[config.mk]
export PLATFORM = sky130hd
export DESIGN_NAME = ctl_ammo
export DESIGN_NICKNAME = d
export VERILOG_FILES = /design/src/rtl/ctl_ammo.sv
export SDC_FILE = /design/constraint.sdc
export NUM_CORES = 1
export LEC_CHECK = 0
export CORE_UTILIZATION = 60
export CTS_CLUSTER_SIZE = 25
export DETAILED_ROUTE_END_ITERATION = 10
export GPL_TIMING_DRIVEN = 0
export PLACE_DENSITY = 0.79
export SKIP_CTS_REPAIR_TIMING = 1
export SYNTH_ARGS = -nofsm -noshare
export SYNTH_HDL_FRONTEND = slang
export SYNTH_SLANG_ARGS = --single-unit
[constraint.sdc]
create_clock -name clk -period 3.8 [get_ports clk]
set_input_delay 0.76 -clock clk [delete_from_list [all_inputs] [get_ports clk]]
set_output_delay 0.76 -clock clk [all_outputs]
set_load 0.05 [all_outputs]
[src/rtl/ctl_ammo.sv]
// Ammunition controller: 2-digit BCD ammo count, shot gating, dry-fire pulse and timed reload.
// Optional hit bonus enabled by defining CTL_AMMO_BONUS_EN.
module ctl_ammo #(
    parameter int AMMO_INIT     = 34,
    parameter int RELOAD_CYCLES = 6500000,
    parameter int BONUS_AMMO    = 2
) (
    input  logic       clk,
    input  logic       rst,
    input  logic       shot_fired,
    input  logic       hit,
    input  logic       new_round,
    output logic [3:0] ammo_ones,
    output logic [3:0] ammo_tens,
    output logic       ammo_empty,
    output logic       shot_allowed,
    output logic       dry_fire
);

    typedef enum logic [1:0] {READY, EMPTY, RELOAD} state_t;

    localparam int             CNT_W      = (RELOAD_CYCLES > 1) ? $clog2(RELOAD_CYCLES) : 1;
    localparam logic [CNT_W-1:0] CNT_LAST = CNT_W'(RELOAD_CYCLES - 1);
    localparam logic [7:0]     INIT_BCD   = {4'(AMMO_INIT / 10), 4'(AMMO_INIT % 10)};
    localparam state_t         INIT_STATE = (AMMO_INIT == 0) ? EMPTY : READY;
    localparam logic           INIT_EMPTY = (AMMO_INIT == 0);
    localparam logic [3:0]     B_ONES     = 4'(BONUS_AMMO % 10);
    localparam logic [3:0]     B_TENS     = 4'(BONUS_AMMO / 10);

    state_t           state_q, state_d;
    logic [7:0]       count_q, count_d;
    logic [CNT_W-1:0] cnt_q, cnt_d;
    logic             shot_q;
    logic             empty_q, empty_d;
    logic             allowed_q, allowed_d;
    logic             dry_q, dry_d;
    logic             shot_rise;
    logic             hit_rise;

    // Saturating BCD decrement: 00 stays 00.
    function automatic logic [7:0] bcd_dec(input logic [7:0] v);
        if (v == 8'h00)
            return 8'h00;
        else if (v[3:0] != 4'd0)
            return {v[7:4], v[3:0] - 4'd1};
        else
            return {v[7:4] - 4'd1, 4'd9};
    endfunction

`ifdef CTL_AMMO_BONUS_EN
    logic hit_q;

    // BCD add of the bonus with decimal carry, clamped at 99.
    function automatic logic [7:0] bcd_add_sat(input logic [7:0] v);
        logic [4:0] o;
        logic [4:0] t;
        o = {1'b0, v[3:0]} + {1'b0, B_ONES};
        t = {1'b0, v[7:4]} + {1'b0, B_TENS};
        if (o > 5'd9) begin
            o = o - 5'd10;
            t = t + 5'd1;
        end
        if (t > 5'd9)
            return 8'h99;
        return {t[3:0], o[3:0]};
    endfunction

    assign hit_rise = hit & ~hit_q;

    always_ff @(posedge clk or posedge rst) begin
        if (rst) hit_q <= 1'b0;
        else     hit_q <= hit;
    end
`else
    logic unused_hit;
    assign hit_rise   = 1'b0;
    assign unused_hit = &{1'b0, hit, B_ONES, B_TENS};
`endif

    assign shot_rise = shot_fired & ~shot_q;

    always_comb begin
        state_d = state_q;
        count_d = count_q;
        cnt_d   = cnt_q;
        dry_d   = 1'b0;
        case (state_q)
            READY, EMPTY: begin
                if (new_round) begin
                    state_d = RELOAD;
                    cnt_d   = '0;
                end else begin
                    if (shot_rise) begin
                        if (state_q == READY) count_d = bcd_dec(count_d);
                        else                  dry_d   = 1'b1;
                    end
`ifdef CTL_AMMO_BONUS_EN
                    if (hit_rise) count_d = bcd_add_sat(count_d);
`endif
                    state_d = (count_d == 8'h00) ? EMPTY : READY;
                end
            end
            RELOAD: begin
                // A new_round here restarts the delay and swallows any shot.
                if (new_round) begin
                    cnt_d = '0;
                end else begin
                    dry_d = shot_rise;
                    if (cnt_q == CNT_LAST) begin
                        count_d = INIT_BCD;
                        state_d = INIT_STATE;
                        cnt_d   = '0;
                    end else begin
                        cnt_d = cnt_q + CNT_W'(1);
                    end
                end
            end
            default: begin
                state_d = INIT_STATE;
                count_d = INIT_BCD;
                cnt_d   = '0;
            end
        endcase
        empty_d   = (count_d == 8'h00);
        allowed_d = (state_d == READY);
    end

    always_ff @(posedge clk or posedge rst) begin
        if (rst) begin
            state_q   <= INIT_STATE;
            count_q   <= INIT_BCD;
            cnt_q     <= '0;
            shot_q    <= 1'b0;
            empty_q   <= INIT_EMPTY;
            allowed_q <= ~INIT_EMPTY;
            dry_q     <= 1'b0;
        end else begin
            state_q   <= state_d;
            count_q   <= count_d;
            cnt_q     <= cnt_d;
            shot_q    <= shot_fired;
            empty_q   <= empty_d;
            allowed_q <= allowed_d;
            dry_q     <= dry_d;
        end
    end

    assign ammo_ones    = count_q[3:0];
    assign ammo_tens    = count_q[7:4];
    assign ammo_empty   = empty_q;
    assign shot_allowed = allowed_q;
    assign dry_fire     = dry_q;

endmodule
==> results by group <==
Clock network
  • Root Buffer: clkbuf_4
  • Reg clk slew, reported paths: 0.11 ns
  • H-tree levels: 2
  • Number of CTS-inserted buffers: 5
  • Clock tree buffer depth: 2
  • # clock sinks: 37
  • CTS tree: yes
  • Skew-Pair Late Insertion Delay: 0.35 ns

Detailed routing
  • Antenna viol nets, final: 0
  • Drc violations: 0
  • Routed WL per cell: 14.9 µm
  • Overall routed net length: 4370 µm
  • Vias: 1725
  • Vias per inst: 5.87
  • 1st-iter DRT viols: 69
  • Initial DRT Pass Iterations: 4

Layout
  • Reg area: 931 µm²
  • Nets: 255
  • Layout fillers: 277
  • Synth-to-layout area growth: 13.2%
  • Multi-input logic area: 1080 µm²
  • ANT cells: 0
  • Layout Utilization: 71.1%
  • Layout cell share with drive strength beyond 1: 10.1%

Power and ir drop
  • P_int: 0.525 mW
  • Flop pwr share: 57.7%
  • Power density cells: 314 nW/µm²
  • Leak pwr: 0.962 nW
  • P_sw: 0.220 mW
  • Tot Pwr: 0.745 mW
  • Logic pwr share: 15.4%
  • Worst IR drop on VDD: 0.197 mV
  • Clock share of power: 27.0%
  • Sw Share: 29.5%

Logic synthesis
  • Fraction of registers with async set/reset: 100%
  • Synth unique cells: 51
  • Sequential share of the synthesized area: 44.4%
  • Main synth FF type: dfrtp_1
  • YS warnings: 0
  • Synth top area share: 39.4%
  • Avg Inst Size Synth: 9.31 µm²
  • #FFs+latches synth: 37
  • Synth top cells by count: dfrtp_1, nor2_1, nand2_1
  • Mapped Area: 2090 µm²
  • EDFF count, synth: 0
  • Ranking of synthesized cells by area: dfrtp_1, nor2_1, dfstp_2, xnor2_1, xor2_1
  • Syn Nets: 233
  • Syn Inst Count: 225
  • Yosys top cell by area: dfrtp_1

Timing
  • Min Hold Slack: 0.482 ns
  • Rel. slew slack: 39.3%
  • Fmax: 0.363 GHz
  • Final setup fails: 0
  • Unrepaired setup endpoints after global routing: no
  • Min setup slack post-route: 1.04 ns
  • Final period utilization: 72.5%
  • Slew Limit Fails: 0
  • Worst Clk Skew: 0.00829 ns
  • Clock period minus worst slack: 2.76 ns
  • Worst-Margin Slew: 0.909 ns
  • Setup total negative slack: 0 ns
  • Final hold violations: 0

Hold path
  • Hold path start: cnt_q[22]
  • Hold path depth: 1
  • WHS Endpoint: cnt_q[22]
  • Min-delay worst type: reg -> reg

Floorplanning
  • Die height: 61.1 µm
  • DIE AREA: 3730 µm²
  • Row cnt: 21
  • Initial core utilization: 62.8%
  • Die W: 61.1 µm
  • Core area: 3340 µm²
  • I/O pin cnt: 16

Global route
  • Initial antenna violation count: 0
  • First-pass GRT wire length: 7000 µm
  • Overall Global Routing Usage: 26.5%
  • Largest net degree at the start of global routing: 21
  • Overflow after GRT: 0
  • Vias in the first global route: 1492

Worst setup path
  • Crit path launch type: input pin
  • Worst Path Required: 4.05 ns
  • R2r startpoint: cnt_q[1]
  • Crit end category: register
  • CP Data Arrival Time: 3.01 ns
  • Worst reg-to-reg path cell count: 9
  • Setup Crit Path Kind: in -> reg
  • Worst-path maximum fanout: 4
  • Reg-to-reg slack, setup: 1.29 ns
  • FF-to-FF End: cnt_q[7]

Placement
  • Setup WS pre-CTS: 0.682 ns
  • Hpwl dp: 3170 µm
  • Placer's final routability congestion estimate: 0.878
  • Number of I/O port buffers: 14

Flow run
  • Max_cap viols: 0

Outcome
  • Status: finished clean
## layer usage
metal	GRT usage (%)	up-vias	wire (µm)	share of wire (%)
li1	-	855	-	-
met1	39.4	831	2250	51
met2	38.0	33	1920	44
met3	6.93	6	146	3.3
met4	7.79	0	55	1.3
met5	0	-	0	0
## cell type report
class	count	share of cell area (%)
sequential	37	39.3
multi-input combinational	171	45.7
timing repair buffer	15	7.07
buffer	8	1.95
clock inverter	2	0.422
clock buffer	6	1.74
inverter	9	1.42
tap	46	2.43
## critical path, cell delays in order
cell and delay, ns:
clkdlybuf4s50_1 0.51, nor4b_1 0.59, nand2_1 0.21, a2bb2oi_1 0.18
a211o_1 0.30, nor4_2 0.37, nor2_1 0.09
## cell usage in the layout (no fill, tap or decap), drive strengths merged, types with 4 or more instances in the layout
cell type / instances
nor2: 34
dfrtp: 33
nand2: 16
clkdlybuf4s50: 14
a21oi: 13
clkbuf: 11
nand3: 10
inv: 9
o21ai: 9
xnor2: 9
xor2: 8
nor3: 5
a22o: 4
dfstp: 4
nor4b: 4
buf: 4
nor4: 4
## logic make-up (layout without fill, tap and decap cells)
| group | Yosys count | in the layout | synth area share [%] |
|---|---|---|---|
| XOR/XNOR | 17 | 17 | 7.11 |
| multiplexers | 2 | 2 | 1.08 |
| adder cells (fa/ha/maj) | 3 | 3 | 1.79 |
| AO/OA/AOI/OAI | 49 | 49 | 15.4 |
| AND/OR/NAND/NOR | 100 | 100 | 26.4 |
| flip-flops | 37 | 37 | 44.4 |
| buffers and inverters | 17 | 40 | 3.82 |
## stage by stage
step	instances	cell area (µm²)
after floorplan	225	2090
after global placement	285	2290
after detailed placement	286	2320
after CTS	294	2370
after global routing	294	2370
final	294	2370
## power groups by stage
stage | combinational [mW] | sequential [mW] | clock, mW
5_1_grt | 0.125 | 0.432 | 0.226
4_1_cts | 0.115 | 0.429 | 0.208
6_report | 0.114 | 0.429 | 0.201
3_3_place_gp | 0.109 | 0.436 | 0
3_5_place_dp | 0.114 | 0.436 | 0
2_1_floorplan | 0.0560 | 0.456 | 0
## flip-flops by register name, summed over array words and instances (netlist names)
name / flops
cnt_q: 23
shot_q: 1
shot_allowed: 1
dry_fire: 1
ammo_empty: 1
state_q: 2
count_q: 8
## worst max-delay path by stage
stage	slack, ns	from	end	cells past startpoint
finish	1.04	shot_fired	shot_allowed	7
global route	0.77	shot_fired	shot_allowed	7
floorplan	1.36	count_q[0]	shot_allowed	8
global placement	0.74	new_round	ammo_empty	7
CTS	1.05	shot_fired	shot_allowed	7
detailed placement	0.68	shot_fired	shot_allowed	7
Power figures use the tool's default switching activity.
